<file path="src/rtl/uart_report_defs.sv">
// ------------------------------------------------------------------------------------------
// uart_report_defs: shared types, character codes and line-format helpers for mw_status_tx.
// Rev 1.0
// ------------------------------------------------------------------------------------------
`default_nettype none

package uart_report_defs;

  typedef enum logic [1:0] {
    SEQ_IDLE   = 2'd0,
    SEQ_LOAD   = 2'd1,
    SEQ_WAIT   = 2'd2,
    SEQ_FINISH = 2'd3
  } seq_state_t;

  typedef enum logic [1:0] {
    TX_IDLE  = 2'd0,
    TX_START = 2'd1,
    TX_DATA  = 2'd2,
    TX_STOP  = 2'd3
  } tx_state_t;

  localparam logic [7:0] CHAR_SPACE = 8'h20;
  localparam logic [7:0] CHAR_CR    = 8'h0D;
  localparam logic [7:0] CHAR_LF    = 8'h0A;
  localparam logic [7:0] CHAR_0     = 8'h30;
  localparam logic [7:0] CHAR_A     = 8'h41;

  // Five register fields, then ZF, ZAK, CR, LF.
  localparam int NUM_REGS   = 5;
  localparam int TAIL_CHARS = 4;

  function automatic int line_length(input int hex_digits);
    return NUM_REGS * (hex_digits + 1) + TAIL_CHARS;
  endfunction

  function automatic logic [7:0] hex_ascii(input logic [3:0] nib);
    if (nib < 4'd10) begin
      return CHAR_0 + {4'd0, nib};
    end
    return CHAR_A + {4'd0, nib} - 8'd10;
  endfunction

endpackage

`default_nettype wire

</file>
<file path="src/rtl/uart_tx.sv">
// ------------------------------------------------------------------------------------------
// uart_tx: 8N1 byte serializer with a valid/ready handshake; ready also in last stop cycle.
// Rev 1.0
// ------------------------------------------------------------------------------------------
`default_nettype none

module uart_tx
  import uart_report_defs::*;
#(
  parameter int CLKS_PER_BIT = 234
) (
  input  logic       clk,
  input  logic       reset,
  input  logic       tx_valid,
  input  logic [7:0] tx_data,
  output logic       tx_ready,
  output logic       txd
);

  localparam int CNT_W = (CLKS_PER_BIT > 1) ? $clog2(CLKS_PER_BIT) : 1;
  localparam logic [CNT_W-1:0] CNT_LAST = CNT_W'(CLKS_PER_BIT - 1);

  tx_state_t        state;
  logic [CNT_W-1:0] cnt;
  logic [2:0]       bit_idx;
  logic [7:0]       shift;
  logic             bit_end;

  assign bit_end  = (cnt == CNT_LAST);
  // Accepting during the final stop cycle lets frames run with no idle gap.
  assign tx_ready = (state == TX_IDLE) || ((state == TX_STOP) && bit_end);

  always_ff @(posedge clk) begin
    if (reset) begin
      state   <= TX_IDLE;
      cnt     <= '0;
      bit_idx <= 3'd0;
      shift   <= 8'd0;
      txd     <= 1'b1;
    end else if (tx_valid && tx_ready) begin
      state   <= TX_START;
      cnt     <= '0;
      bit_idx <= 3'd0;
      shift   <= tx_data;
      txd     <= 1'b0;
    end else begin
      case (state)
        TX_IDLE: begin
          cnt <= '0;
          txd <= 1'b1;
        end
        TX_START: begin
          if (bit_end) begin
            cnt   <= '0;
            state <= TX_DATA;
            txd   <= shift[0];
          end else begin
            cnt <= cnt + 1'b1;
          end
        end
        TX_DATA: begin
          if (bit_end) begin
            cnt <= '0;
            if (bit_idx == 3'd7) begin
              state <= TX_STOP;
              txd   <= 1'b1;
            end else begin
              bit_idx <= bit_idx + 3'd1;
              txd     <= shift[1];
              shift   <= {1'b0, shift[7:1]};
            end
          end else begin
            cnt <= cnt + 1'b1;
          end
        end
        TX_STOP: begin
          if (bit_end) begin
            cnt   <= '0;
            state <= TX_IDLE;
          end else begin
            cnt <= cnt + 1'b1;
          end
        end
        default: state <= TX_IDLE;
      endcase
    end
  end

endmodule

`default_nettype wire

</file>
<file path="src/rtl/mw_status_tx.sv">
// ------------------------------------------------------------------------------------------
// mw_status_tx: on trigger, snapshot core registers/flags and send them as one ASCII hex line.
// Rev 1.0
// ------------------------------------------------------------------------------------------
`default_nettype none

module mw_status_tx
  import uart_report_defs::*;
#(
  parameter int CLK_HZ     = 27_000_000,
  parameter int BIT_RATE   = 115_200,
  parameter int HEX_DIGITS = 4
) (
  input  logic        clk,
  input  logic        reset,
  input  logic        trigger,
  input  logic [63:0] L,
  input  logic [63:0] I,
  input  logic [63:0] A,
  input  logic [63:0] S,
  input  logic [63:0] Ak,
  input  logic        ZF,
  input  logic        ZAK,
  output logic        uart_tx,
  output logic        busy,
  output logic        done,
  output logic        overrun
);

  localparam int CLKS_PER_BIT = CLK_HZ / BIT_RATE;
  localparam int LINE_LEN     = line_length(HEX_DIGITS);
  localparam int FIELD_LEN    = HEX_DIGITS + 1;
  localparam int REG_CHARS    = NUM_REGS * FIELD_LEN;
  localparam logic [6:0] LAST_IDX = 7'(LINE_LEN - 1);

  seq_state_t  state;
  logic [6:0]  idx;
  logic [63:0] snap [NUM_REGS];
  logic        zf_q;
  logic        zak_q;

  logic        tx_valid;
  logic        tx_ready;
  logic [7:0]  tx_char;
  logic [2:0]  fld;
  logic [4:0]  pos;

  assign tx_valid = (state == SEQ_LOAD) || (state == SEQ_WAIT);

  // Character index -> (field, position); the space closes each register field.
  always_comb begin
    tx_char = CHAR_LF;
    fld     = 3'(int'(idx) / FIELD_LEN);
    pos     = 5'(int'(idx) % FIELD_LEN);
    if (int'(idx) < REG_CHARS) begin
      if (int'(pos) == HEX_DIGITS) begin
        tx_char = CHAR_SPACE;
      end else begin
        tx_char = hex_ascii(4'(snap[fld] >> (4 * (HEX_DIGITS - 1 - int'(pos)))));
      end
    end else if (int'(idx) == REG_CHARS) begin
      tx_char = CHAR_0 | {7'd0, zf_q};
    end else if (int'(idx) == REG_CHARS + 1) begin
      tx_char = CHAR_0 | {7'd0, zak_q};
    end else if (int'(idx) == REG_CHARS + 2) begin
      tx_char = CHAR_CR;
    end
  end

  uart_tx #(
    .CLKS_PER_BIT(CLKS_PER_BIT)
  ) u_byte_tx (
    .clk     (clk),
    .reset   (reset),
    .tx_valid(tx_valid),
    .tx_data (tx_char),
    .tx_ready(tx_ready),
    .txd     (uart_tx)
  );

  always_ff @(posedge clk) begin
    if (reset) begin
      state   <= SEQ_IDLE;
      idx     <= 7'd0;
      busy    <= 1'b0;
      done    <= 1'b0;
      overrun <= 1'b0;
      zf_q    <= 1'b0;
      zak_q   <= 1'b0;
      for (int k = 0; k < NUM_REGS; k++) begin
        snap[k] <= 64'd0;
      end
    end else begin
      done    <= 1'b0;
      // The done cycle still counts as busy, so a trigger there is dropped.
      overrun <= trigger && (busy || done);
      case (state)
        SEQ_IDLE: begin
          if (trigger && !done) begin
            snap[0] <= L;
            snap[1] <= I;
            snap[2] <= A;
            snap[3] <= S;
            snap[4] <= Ak;
            zf_q    <= ZF;
            zak_q   <= ZAK;
            idx     <= 7'd0;
            busy    <= 1'b1;
            state   <= SEQ_LOAD;
          end
        end
        SEQ_LOAD, SEQ_WAIT: begin
          if (tx_ready) begin
            if (idx == LAST_IDX) begin
              state <= SEQ_FINISH;
            end else begin
              idx   <= idx + 7'd1;
              state <= SEQ_LOAD;
            end
          end else begin
            state <= SEQ_WAIT;
          end
        end
        SEQ_FINISH: begin
          // Ready here means the final stop bit is in its last cycle.
          if (tx_ready) begin
            idx   <= 7'd0;
            busy  <= 1'b0;
            done  <= 1'b1;
            state <= SEQ_IDLE;
          end
        end
        default: state <= SEQ_IDLE;
      endcase
    end
  end

endmodule

`default_nettype wire

</file>
<file path="config.mk">
export PLATFORM = sky130hd
export DESIGN_NAME = mw_status_tx
export DESIGN_NICKNAME = d
export VERILOG_FILES = /design/src/rtl/uart_report_defs.sv /design/src/rtl/uart_tx.sv /design/src/rtl/mw_status_tx.sv
export SDC_FILE = /design/constraint.sdc
export NUM_CORES = 1
export LEC_CHECK = 0
export CELL_PAD_IN_SITES_DETAIL_PLACEMENT = 0
export CELL_PAD_IN_SITES_GLOBAL_PLACEMENT = 1
export CORE_MARGIN = 8
export CORE_UTILIZATION = 32
export CTS_CLUSTER_DIAMETER = 100
export DETAILED_ROUTE_END_ITERATION = 10
export GPL_TIMING_DRIVEN = 0
export MAX_ROUTING_LAYER = met4
export PLACE_DENSITY_LB_ADDON = 0.05
export SKIP_LAST_GASP = 1
export SLEW_MARGIN = 10
export SYNTH_ARGS = -nofsm -noshare
export SYNTH_HDL_FRONTEND = slang
export SYNTH_SLANG_ARGS = --single-unit
</file>
<file path="constraint.sdc">
create_clock -name clk -period 6.5 [get_ports clk]
set_input_delay 1.625 -clock clk [delete_from_list [all_inputs] [get_ports clk]]
set_output_delay 1.625 -clock clk [all_outputs]
set_load 0.1 [all_outputs]
</file>
### Word level (Yosys, flattened, before mapping)

Memory sizes are Yosys's and may differ from the RTL's.
Index checks and enable logic that the tools add are counted.

| word-level totals | value |
|---|---|
| logic and storage cells | 140 |
| output and inout bits | 4 |
| memory bits (writable) | 320 |
| memories | 1 |
| input port bits | 325 |
| register bits after elaboration | 36 |

Memories:

| name | depth | bits a word | rd ports | clocked after memory_dff | wr ports | RTL line | source |
|---|---|---|---|---|---|---|---|
| snap | 5 | 64 | 1 | 0 | 5 | mw_status_tx.sv:38 | `logic [63:0] snap [NUM_REGS];` |

| cells by class | value |
|---|---|
| $lt $le $gt $ge | 2 |
| bitwise logic cells | 7 |
| div/mod/pow operators | 2 |
| reduce and logical (&&, ||, !) cells | 29 |
| add/sub/neg operators | 7 |
| shifts and indexed selects | 1 |
| muxes and demuxes | 52 |
| equal/unequal tests | 26 |

Operators with widths:

| operator | number |
|---|---|
| $mux 64 | 5 |
| $mux 8 | 9 |
| $shr 64x32->4 | 1 |
| $div 8x4->32 const B | 1 |
| $mod 8x4->32 const B | 1 |
| $mux 7 | 4 |
| $eq 7x6->1 const B | 3 |
| $pmux 7 s3 | 1 |
| $mux 1 | 17 |
| $mux 2 | 8 |
| $pmux 8 s2 | 1 |
| $ne 2x1->1 const B | 7 |
| $mux 6 | 2 |
| $pmux 2 s3 | 2 |
| $reduce_and 3->1 | 4 |
| $reduce_and 5->1 | 2 |
| $ne 3x1->1 const B | 3 |
| $add 7x4->8 const A | 1 |
| $add 8x1->8 const B | 1 |
| $eq 2x2->1 const B | 4 |
| $eq 8x8->1 const B | 1 |
| $reduce_bool 4->1 | 2 |
| $sub 8x4->8 const B | 1 |
| $add 6x4->7 const A | 1 |
| other kinds (26) | 44 |

### Longest topological paths before layout

| depth | value |
|---|---|
| depth in word-level cells | 11 |
| depth in mapped cells | 38 |
| depth with buffers taken out | 34 |

### By module

Synthesis repeated with hierarchy kept, for this count alone.

| unflattened totals | value |
|---|---|
| cell total of the unflattened synthesis | 1092 |
| area total of the unflattened synthesis | 11300.8 µm² |

By module, submodules not included:

| module | instances | cells each | sequential area each (µm²) | area an instance (µm²) |
|---|---|---|---|---|
| mw_status_tx | 1 | 961 | 5084.9 | 10074.7 |
| uart_tx | 1 | 131 | 440.4 | 1226.2 |

### Worst setup path before layout

OpenSTA, ideal clock, no wires.

| timing path | value |
|---|---|
| path type | register to register |
| from | register idx[5] |
| to | register u_byte_tx.shift[2] |
| path buffers | 4 |
| data required time | 6414 ps |
| setup time | 86 ps |
| path slack | -504 ps |
| period minus slack after synthesis | 7004 ps |
| arrival time | 6918 ps |
| cell stages (with the launch flop) | 39 |
| cell sequence | dfxtp_1 buf_6 nor2_1 inv_1 ha_1 buf_2 nor2b_4 a21o_2 o211a_2 o2111ai_1 mux2i_2 ha_1 a21boi_1 o31ai_2 nand4_1 a21boi_2 xnor2_2 inv_2 (+3 left out) a2111oi_4 o221ai_2 buf_6 nor2_8 buf_6 nor3_1 a21oi_1 inv_1 ha_1 inv_1 nor2_1 o21a_1 a2111o_1 or3_1 nand4_1 nor2_1 a211o_1 a221oi_2 |

| between the ends | value |
|---|---|
| word-level cells in the longest chain between the ends | 11 |
| elaborated cells on any way between the ends | 25 |
| classes of those cells | add/sub (4); div (2); order compare (2); eq/ne (4); shift (1); mux (11); memory (1) |

Ends and longest elaborated chain:

| what | RTL line | source |
|---|---|---|
| start: declaration | mw_status_tx.sv:37 | `logic [6:0] idx;` |
| start signal: assignment | mw_status_tx.sv:117 | `idx <= idx + 7'd1;` |
| branches (longest 9 deep; another with $mod 8x4->32) | n/a |  |
| $mux 8 (*) | mw_status_tx.sv:55 | `if (int'(idx) < REG_CHARS) begin` |
| $mux 8 (*) | uart_tx.sv:40 | `end else if (tx_valid && tx_ready) begin` |
| end signal: assignment | uart_tx.sv:44 | `shift <= tx_data;` |
| end signal: assignment | uart_tx.sv:70 | `shift <= {1'b0, shift[7:1]};` |
| end: declaration | uart_tx.sv:26 | `logic [7:0] shift;` |

Mark *: on every way between the ends. The select of a mux whose other input is x is not followed.
A chain may end at the register's enable or synchronous reset.

### Worst setup path after layout

Same ends and word-level chain as after synthesis.

==> flow_summary.json <==
{
  "min_period_over_period_pct": 101,
  "dr_total_vias": 8628,
  "top_level_ports": 329,
  "worst-endpoint-required_ps": 6870,
  "number_of_flops_mapped_to_enable_cells_by_yosys": 160,
  "cp_data_arrival_time_ps": 6940,
  "fmax_mhz": 152,
  "syn-num-nets": 1373,
  "timing_worst_setup_path_type": "flop to flop",
  "finalClockSkew_ps": 10.5,
  "power_density_mw_per_mm2": 258,
  "clock_insertion_delay_worst_skew_ps": 450,
  "floorplan.die.width_um": 202,
  "per_cell_via_count_in_the_routed_design": 5.01,
  "cts_max_level": 4,
  "cpMostUsedCell": "ha_4",
  "drive_gt1_share_pct": 14.9,
  "sequential_cell_area_fraction_in_the_yosys_report_pct": 50.0,
  "maxCapViolations": 0,
  "fillCellCount": 3356,
  "timing.hold.worst.start": "u_byte_tx.cnt[0]$_SDFF_PP0_",
  "drcViolationCount": 0,
  "vdd_drop_max_mv": 0.192,
  "tritoncts.num_buffers": 17,
  "critPathBufInv": 7,
  "yosys_most_used_dff": "edfxtp_1",
  "timing.final.setup_violations": 4,
  "placeableCoreArea_sq_mm": 0.0342,
  "die_span_in_y_um": 202,
  "first_global_vias": 8917,
  "detailedRoute.firstPassIterationCount": 5,
  "synth.yosys.warnings": 0,
  "seqCellArea_sq_mm": 0.00551,
  "die_area_sq_mm": 0.0406,
  "cts_num_sinks": 195,
  "timing_max_transition_violations_final": 0,
  "ctsHoldBuffers": 0,
  "first_iter_violations": 575,
  "critical_path.max_stage_delay_ps": 570,
  "setup_total_negative_slack_ps": -114,
  "mean_routed_wirelength_per_cell_um": 20.8,
  "gr-total-overflow": 0,
  "violations": "setup timing",
  "grt_first_pass_wirelength_um": 54100,
  "async_reset_ff_share_pct": 0,
  "ys_ff_latch": 195,
  "worst_case_clock_buffer_depth": 2,
  "multiInputGateArea_sq_mm": 0.00538,
  "detailed_place.area_sq_mm": 0.0135,
  "hold_path.class": "flop to flop",
  "worst_pin_slew_ps": 1230,
  "setup_ws_ps": -65.2,
  "grt_antenna_before_repair": 1,
  "critical_path.startpoint_type": "flop",
  "slew_headroom_pct": 17.9,
  "worst_path_dominant_cell_family": "compound AO/OA/AOI/OAI gates",
  "mapped_cell_area_sq_mm": 0.0110,
  "ctsRootBufferMaster": "clkbuf_16",
  "global_route.usage.total_pct": 18.0,
  "routed_wl_um": 35800,
  "finalHoldViolations": 0,
  "timing.critical_path.slowest_stage_cell": "or4b_4",
  "gp_routability_congestion": 0.817,
  "port_buffers": 167,
  "area_delta_synth_final_pct": 32.5,
  "synth.lib_cells_used.distinct": 102,
  "timing.final.crit_period_ps": 6570,
  "final_cell_area_sq_mm": 0.0146,
  "fin_nets": 1603,
  "clock_tree_from_tritoncts": "done",
  "grt_start_max_net_pins": 53,
  "detail-route-antenna-nets": 0,
  "cp_launch_point": "idx[5]$_SDFFE_PP0P_",
  "place_hpwl_um": 26900,
  "critPathMaxFanout": 6,
  "power.leakage_nw": 5.36,
  "initial_utilization_pct": 32.2,
  "setup_repair_after_global_routing_missed_its_margin": "yes",
  "worst_setup_hold_path_clk_slew_ps": 70,
  "crit-reg2reg-launch": "idx[5]$_SDFFE_PP0P_",
  "synthCells": 1024,
  "placementRows": 68,
  "timing.critical_path.to_type": "flop",
  "syn_area_per_cell_sq_um": 10.8,
  "status": "complete, but fails checks"
}
## power breakdown
part           leakage (nW)  internal [mW]  switching [mW]
Sequential             2.01           1.59          0.0791
Combinational          3.07          0.448           0.593
Clock                 0.275          0.543           0.516
Total                  5.36           2.58            1.19
## repair_timing
item / 4_1_cts / 5_1_grt
gates resized for setup: 34 / 18
setup endpoints to repair: 7 / 7
pin swaps: 22 / 22
setup buffers: 32 / 9
## placed cells by master, fill, tap and decap left out, types with 9 or more instances in the layout
master	Yosys	final
clkbuf_16	0	17
dfxtp_1	35	33
o21ai_0	28	27
a211oi_1	13	11
edfxtp_1	160	160
buf_6	9	9
inv_1	20	17
ha_1	24	20
o211ai_1	10	10
a21oi_1	36	32
nand3_1	51	49
nor3_1	12	11
nor2_1	56	53
a31oi_1	12	11
clkdlybuf4s50_1	0	167
buf_4	5	47
and2_1	163	162
nand4_1	12	12
clkbuf_1	53	52
nand2_1	76	75
o21a_1	9	9
mux2i_1	39	39
## registers in the layout (all words and copies together) (netlist names)
name / flops
zf_q: 1
overrun: 1
u_byte_tx.cnt: 8
done: 1
u_byte_tx.bit_idx: 3
zak_q: 1
busy: 1
idx: 7
u_byte_tx.shift: 7
snap: 160
u_byte_tx.txd: 1
u_byte_tx.state: 2
state: 2
## cell usage after synthesis, types with 4 or more instances
library cell	count	area, sq um
a211o_1	5	43.8
a211oi_1	13	97.6
a21oi_1	36	180
a221oi_1	4	35.0
a22o_1	5	43.8
a22oi_1	7	52.6
a311oi_1	5	43.8
a31oi_1	12	75.1
and2_1	163	1020
and3_1	5	31.3
buf_1	4	15.0
buf_2	7	35.0
buf_4	5	37.5
buf_6	9	101
clkbuf_1	53	199
dfxtp_1	35	701
edfxtp_1	160	4800
ha_1	24	300
inv_1	20	75.1
mux2i_1	39	390
mux4_2	8	180
nand2_1	76	285
nand2b_1	11	68.8
nand3_1	51	255
nand4_1	12	75.1
nor2_1	56	210
nor3_1	12	60.1
nor3b_1	7	52.6
o2111ai_1	5	43.8
o211ai_1	10	75.1
o21a_1	9	67.6
o21ai_0	28	140
o21ai_1	6	30.0
or3_1	4	25.0
xnor2_1	6	52.6
xor2_1	8	70.1
## routing by layer
metal	vias to the layer above	global-route usage, %	wire length [um]
li1	4222	-	-
met1	4205	22.4	16300
met2	168	30.0	17700
met3	33	3.52	1240
met4	0	4.15	511
met5	-	-	0
## worst paths after layout
| path | end | cells past startpoint | slack [ps] |
|---|---|---|---|
| worst min register to register | u_byte_tx.cnt[0]$_SDFF_PP0_ | 1 | 510 |
| worst max-delay path | u_byte_tx.shift[2]$_SDFFE_PP0P_ | 37 | -70 |
| worst min-delay path | u_byte_tx.cnt[0]$_SDFF_PP0_ | 1 | 510 |
| worst max register to register | u_byte_tx.shift[2]$_SDFFE_PP0P_ | 37 | -70 |
## cell families after synthesis
family	count (synthesis)	synth area share (%)
adder cells (fa/ha/maj)	26	2.92
multiplexers	55	6.09
flip-flops	195	50.0
buffers and inverters	101	4.30
XOR/XNOR	15	1.26
AND/OR/NAND/NOR	426	21.3
AO/OA/AOI/OAI	206	14.2
## worst reg2reg max path: cells and delay by family, from the launching register on
family                     cells  cell delay, ps
AOI/OAI and AO/OA             13            2430
and+or+nand+nor               11            1900
adders and majority gates      4             940
buffers and inverters          7             640
DFF                            1             340
xor gates and xnor gates       1             160
muxes                          1              70
## stage by stage
step	cells	util (%)	power (mW)	hold WS (ps)	worst slack (ps)
2_1_floorplan	1024	-	2.30	453	-149
3_3_place_gp	1646	39.2	2.69	484	-2030
3_5_place_dp	1650	39.4	2.69	491	-2080
4_1_cts	1713	42.3	3.79	510	-127
5_1_grt	1723	42.7	3.97	543	-421
6_report	1723	42.7	3.77	507	-65.2
## area by class of cell
type                            instances  share of cell area [%]
Sequential cell                       195                    37.7
Multi-Input combinational cell        728                    36.8
Timing Repair Buffer                  212                    14.2
Tap cell                              455                    3.90
Clock buffer                           19                    2.96
Buffer                                 77                    2.74
Clock inverter                         13                   0.994
Inverter                               23                   0.643
Antenna cell                            1                  0.0171
Note: power is estimated with default switching activity, not from simulation.
